$ cat src/rtl/fib_pkg.sv
// Shared constants, state type and round-robin pick helper for the Fibonacci arbiter.
package fib_pkg;

  localparam int unsigned IDX_W   = 5;
  localparam int unsigned RES_W   = 20;
  localparam int unsigned IDX_MAX = 30;
  localparam int unsigned MAX_N   = 4;

  typedef enum logic [1:0] {
    IDLE  = 2'd0,
    GRANT = 2'd1,
    WAIT  = 2'd2,
    DONE  = 2'd3
  } arb_state_t;

  // Returns {found, index}: first set request searching from last+1 modulo n.
  function automatic logic [2:0] rr_pick(input logic [MAX_N-1:0] req,
                                         input logic [1:0]       last,
                                         input int unsigned      n);
    logic        found;
    logic [1:0]  pick;
    int unsigned k;
    found = 1'b0;
    pick  = 2'd0;
    for (int unsigned off = 1; off <= MAX_N; off++) begin
      k = (32'(last) + off) % n;
      if (off <= n && !found && req[k[1:0]]) begin
        found = 1'b1;
        pick  = k[1:0];
      end
    end
    return {found, pick};
  endfunction

endpackage

$ cat src/rtl/fibo.sv
// Iterative Fibonacci unit with start/ready/done_tick handshake; f holds F(i).
module fibo (
  input  logic        clk,
  input  logic        reset,
  input  logic        start,
  input  logic [4:0]  i,
  output logic        ready,
  output logic        done_tick,
  output logic [19:0] f
);

  localparam logic [1:0] S_IDLE = 2'd0;
  localparam logic [1:0] S_OP   = 2'd1;
  localparam logic [1:0] S_DONE = 2'd2;

  logic [1:0]  state_q, state_d;
  logic [19:0] t0_q, t0_d, t1_q, t1_d;
  logic [4:0]  n_q, n_d;

  always_ff @(posedge clk or posedge reset) begin
    if (reset) begin
      state_q <= S_IDLE;
      t0_q    <= '0;
      t1_q    <= '0;
      n_q     <= '0;
    end else begin
      state_q <= state_d;
      t0_q    <= t0_d;
      t1_q    <= t1_d;
      n_q     <= n_d;
    end
  end

  always_comb begin
    state_d   = state_q;
    t0_d      = t0_q;
    t1_d      = t1_q;
    n_d       = n_q;
    ready     = 1'b0;
    done_tick = 1'b0;
    case (state_q)
      S_IDLE: begin
        ready = 1'b1;
        if (start) begin
          t0_d    = '0;
          t1_d    = 20'd1;
          n_d     = i;
          state_d = S_OP;
        end
      end
      S_OP: begin
        if (n_q == 5'd0) begin
          t1_d    = '0;
          state_d = S_DONE;
        end else if (n_q == 5'd1) begin
          state_d = S_DONE;
        end else begin
          t1_d = t1_q + t0_q;
          t0_d = t1_q;
          n_d  = n_q - 5'd1;
        end
      end
      S_DONE: begin
        done_tick = 1'b1;
        state_d   = S_IDLE;
      end
      default: state_d = S_IDLE;
    endcase
  end

  assign f = t1_q;

endmodule

$ cat src/rtl/fib_arbiter.sv
// Round-robin arbiter sharing one fibo unit between N requesters; rejects indices above 30.
module fib_arbiter
  import fib_pkg::*;
#(
  parameter int unsigned N = 2
) (
  input  logic               clk,
  input  logic               rst_n,
  input  logic [N-1:0]       req,
  input  logic [IDX_W*N-1:0] idx,
  output logic [N-1:0]       gnt,
  output logic [N-1:0]       done,
  output logic [RES_W-1:0]   result,
  output logic               err,
  output logic               busy
);

  arb_state_t         state_q, state_d;
  logic [1:0]         owner_q, owner_d;
  logic [1:0]         last_q, last_d;
  logic [IDX_W-1:0]   idx_q, idx_d;
  logic               err_q, err_d;
  logic [RES_W-1:0]   result_q, result_d;

  logic [MAX_N-1:0]   req_pad;
  logic [2:0]         pick;
  logic               idx_ok;

  logic               fibo_start;
  logic               fibo_ready;
  logic               fibo_done_tick;
  logic [RES_W-1:0]   fibo_f;

  assign req_pad = MAX_N'(req);
  assign pick    = rr_pick(req_pad, last_q, N);
  assign idx_ok  = (idx_q <= IDX_W'(IDX_MAX));

  always_ff @(posedge clk or negedge rst_n) begin
    if (!rst_n) begin
      state_q  <= IDLE;
      owner_q  <= '0;
      last_q   <= 2'(N - 1);
      idx_q    <= '0;
      err_q    <= 1'b0;
      result_q <= '0;
    end else begin
      state_q  <= state_d;
      owner_q  <= owner_d;
      last_q   <= last_d;
      idx_q    <= idx_d;
      err_q    <= err_d;
      result_q <= result_d;
    end
  end

  always_comb begin
    state_d  = state_q;
    owner_d  = owner_q;
    last_d   = last_q;
    idx_d    = idx_q;
    err_d    = err_q;
    result_d = result_q;
    case (state_q)
      IDLE: begin
        if (fibo_ready && pick[2]) begin
          owner_d = pick[1:0];
          last_d  = pick[1:0];
          idx_d   = idx[IDX_W*pick[1:0] +: IDX_W];
          state_d = GRANT;
        end
      end
      GRANT: begin
        if (idx_ok) begin
          state_d = WAIT;
        end else begin
          // Rejected job never touches the unit and reports a zero result.
          err_d    = 1'b1;
          result_d = '0;
          state_d  = DONE;
        end
      end
      WAIT: begin
        if (fibo_done_tick) begin
          result_d = fibo_f;
          state_d  = DONE;
        end
      end
      DONE: begin
        err_d   = 1'b0;
        state_d = IDLE;
      end
      default: state_d = IDLE;
    endcase
  end

  always_comb begin
    gnt  = '0;
    done = '0;
    for (int unsigned k = 0; k < N; k++) begin
      gnt[k]  = (state_q == GRANT) && (32'(owner_q) == k);
      done[k] = (state_q == DONE) && (32'(owner_q) == k);
    end
  end

  assign err        = (state_q == DONE) && err_q;
  assign busy       = (state_q != IDLE);
  assign result     = result_q;
  assign fibo_start = (state_q == GRANT) && idx_ok;

  fibo u_fibo (
    .clk       (clk),
    .reset     (~rst_n),
    .start     (fibo_start),
    .i         (idx_q),
    .ready     (fibo_ready),
    .done_tick (fibo_done_tick),
    .f         (fibo_f)
  );

endmodule

$ cat config.mk
export PLATFORM = sky130hd
export DESIGN_NAME = fib_arbiter
export DESIGN_NICKNAME = d
export VERILOG_FILES = /design/src/rtl/fib_pkg.sv /design/src/rtl/fibo.sv /design/src/rtl/fib_arbiter.sv
export SDC_FILE = /design/constraint.sdc
export NUM_CORES = 1
export LEC_CHECK = 0
export ABC_AREA = 1
export CORE_MARGIN = 2
export CORE_UTILIZATION = 40
export DETAILED_ROUTE_END_ITERATION = 10
export MAX_ROUTING_LAYER = met4
export PLACE_DENSITY = 0.64
export SLEW_MARGIN = 25
export SYNTH_ARGS = -nofsm -noshare
export SYNTH_HDL_FRONTEND = slang
export SYNTH_SLANG_ARGS = --single-unit
$ cat constraint.sdc
create_clock -name clk -period 3.05 [get_ports clk]
set_input_delay 0.915 -clock clk [delete_from_list [all_inputs] [get_ports clk]]
set_output_delay 0.915 -clock clk [all_outputs]
set_load 0.05 [all_outputs]
==> results.toml <==
[clock_tree]
post_cts_buffers = 0
clock-sinks = 77
insertion_delay_ns = 0.34
cts_buffer_depth = 2
cts_resized = 1
cts_buffers = 9
cts_hold_buf = 0
cts_tree = "built"
cts_root_buf = "clkbuf_16"
clk_pin_slew_ns = 0.06
cts.htree.levels = 3

[route]
drtIter0Drc = 260
drc = 0
drt-pass1-iter-count = 4
ant_nets = 0
routedWlPerCell_um = 13.3
viasPerCell = 4.97
wl_um = 10200
vias = 3793

[synth]
synth_edf_count = 0
syn_area_um2 = 4560
synth_top_family_by_area = "simple AND/OR/NAND/NOR gates"
ys_seq_elements = 77
avgSynthCellArea_um2 = 7.89
synth_compound_area_share_pct = 13.5
synth.area.mux_share_pct = 0
synth_area_leaders = "dfrtp_1 42%, nand2_1 13%, ha_1 7.4%"
synth_nets = 620
ys_seq_area_share_pct = 42.3
yosysWarnings = 0
synthArstFlopShare_pct = 100
synth_cell_types = 43
synthSimpleGateAreaFrac_pct = 26.5
synth_ff_type = "dfrtp_1"
synthAdderAreaFrac_pct = 7.85
synth-xor-area-share_pct = 1.34
yosysTopAreaCellShare_pct = 41.7
synthDominantAreaCellType = "dfrtp_1"
syn_inst = 578

[place]
dpl.cell_count = 747
portBuffers = 39
gp_congestion = 0.822
dp_hpwl_um = 7400

[worst_setup_path]
max_stage_delay_ns = 0.80
cp_cell_sequence = "ha_1 > inv_1 > nor2_1 > clkdlybuf4s50_1"
endpoint_kind = "output pin"
crit_family = "buffers and inverters"
worst-setup-path-type = "reg -> out"
cp_max_fo = 5
critPathRequiredTime_ns = 2.13
slowest_stage = "clkdlybuf4s50_1"
cp.buffers_inverters = 2
startpoint_type = "flop"
arrival_ns = 1.93

[finish]
fin_util_pct = 49.0
drive_gt1_share_pct = 6.74
layout_commonest_cell = "nand2_1"
n_antenna_cell = 0
area_growth_pct = 18.0
final_cell_mix = "159 x nand2_1, 76 x dfrtp_1, 72 x inv_1"
layoutNonFillerInstCount = 763
num-nets-final = 660

[sta]
timing.final.crit_share_pct = 93.3
period_minus_slack_ns = 2.84
max_freq_ghz = 0.351
relSlewSlack_pct = 45.5
slew_violations = 0
rsz0062_at_grt = "no"
setup_viol = 0
tightest_slew_ns = 0.815
worst_clock_skew_ns = 0.00767
setup_tns_ns = 0
hold_violations = 0

[floorplanning]
rows = 38
start_util_pct = 41.5
ioPinCount = 40
die_area_um2 = 12300
die_w_um = 111
fp.dieH_um = 111
core_area_um2 = 11000

[min_path]
min_path_type = "reg -> reg"

[run_status]
status = "complete, no violations"

[pwr]
ir_drop_uv = 624
p_leak_uw = 0.00269
power_density_nw_per_um2 = 762

[grt]
antenna_found_initial = 0
grt_use_total_pct = 18.4
grt_start_max_net_pins = 78
grt_pass1_wl_um = 18200
grt_pass1_vias = 3906
grt_overflow = 0

[run]
drv_cap = 0
-- per-stage QoR --
stage / area [um2] / total power [uW] / setup slack (ns) / hold WS, ns
2_1_floorplan: 4560 / 2680 / 0.655 / 0.453
3_3_place_gp: 5090 / 3030 / 0.370 / 0.467
3_5_place_dp: 5090 / 3070 / 0.332 / 0.478
4_1_cts: 5380 / 4160 / 0.0369 / 0.484
5_1_grt: 5380 / 4420 / 0.0912 / 0.506
6_report: 5380 / 4100 / 0.205 / 0.481
-- kinds of logic (layout without fill, tap and decap cells) --
| family | count (synthesis) | after routing |
|---|---|---|
| AO/OA/AOI/OAI | 101 | 101 |
| adder cells (fa/ha/maj) | 28 | 28 |
| AND/OR/NAND/NOR | 272 | 272 |
| buffers and inverters | 93 | 138 |
| flip-flops | 77 | 77 |
| XOR/XNOR | 7 | 7 |
-- metal layers --
layer / share of wire, % / vias to the layer above / global-route usage [%]
li1: - / 1964 / -
met1: 50 / 1761 / 24.2
met2: 46 / 60 / 29.3
met3: 3.4 / 8 / 3.50
met4: 0.65 / 0 / 5.17
met5: 0 / - / -
-- sequential cells by signal (all words and copies together), names as in the netlist, 2 cells and up --
register,cells
idx_q,5
u_fibo.state_q,2
u_fibo.t0_q,20
u_fibo.f,20
u_fibo.n_q,5
result,20
state_q,2
-- where the power goes --
part	switching (uW)	internal (uW)	leakage [uW]
clock	407	654	0.000143
combinational	1240	481	0.00151
sequential	137	1180	0.00104
-- path summary, 6_finish.rpt --
| check | slack, ns | cells after the start | endpoint | startpoint |
|---|---|---|---|---|
| setup / recovery | 0.21 | 4 | done[0] | state_q[0] |
| hold / removal | 0.48 | 2 | last_q[0] | last_q[0] |
| setup reg to reg | 0.92 | 7 | u_fibo.f[4] | state_q[1] |
| hold reg to reg | 0.48 | 2 | last_q[0] | last_q[0] |
| max in group asynchronous | 2.11 | 2 | last_q[0] | rst_n |
| min in group asynchronous | 0.59 | 2 | result[5] | rst_n |
-- synthesized netlist by cell type, types with 2 or more instances --
cell        n
nand2_1   159
dfrtp_1    76
inv_1      72
nand3_1    51
nor2_1     40
o21ai_0    37
ha_1       27
o21ai_1    19
a21oi_1    15
a22o_1     13
buf_2       8
nand3b_1    6
o22ai_1     6
xnor2_1     6
inv_2       4
buf_6       3
clkbuf_1    3
nor2_4      3
nor3_1      3
o31ai_2     3
nand3_2     2
-- worst reg2reg max path: cells and delay by family (launching register included) --
family                   cells  cell delay (ns)
AND/OR/NAND/NOR              3             0.79
buffers and inverters        2             0.37
adder cells (fa/ha/maj)      1             0.35
flip-flops                   1             0.40
AO/OA/AOI/OAI                1             0.10
-- final cells by class --
cell class / instances / area, um2
fill: 1097 / 5600
clock inverter: 4 / 47.5
multi-input combinational: 408 / 2250
tap: 140 / 175
timing repair buffer: 43 / 429
inverter: 79 / 304
clock buffer: 12 / 246
sequential: 77 / 1930
Power figures use the tool's default switching activity.
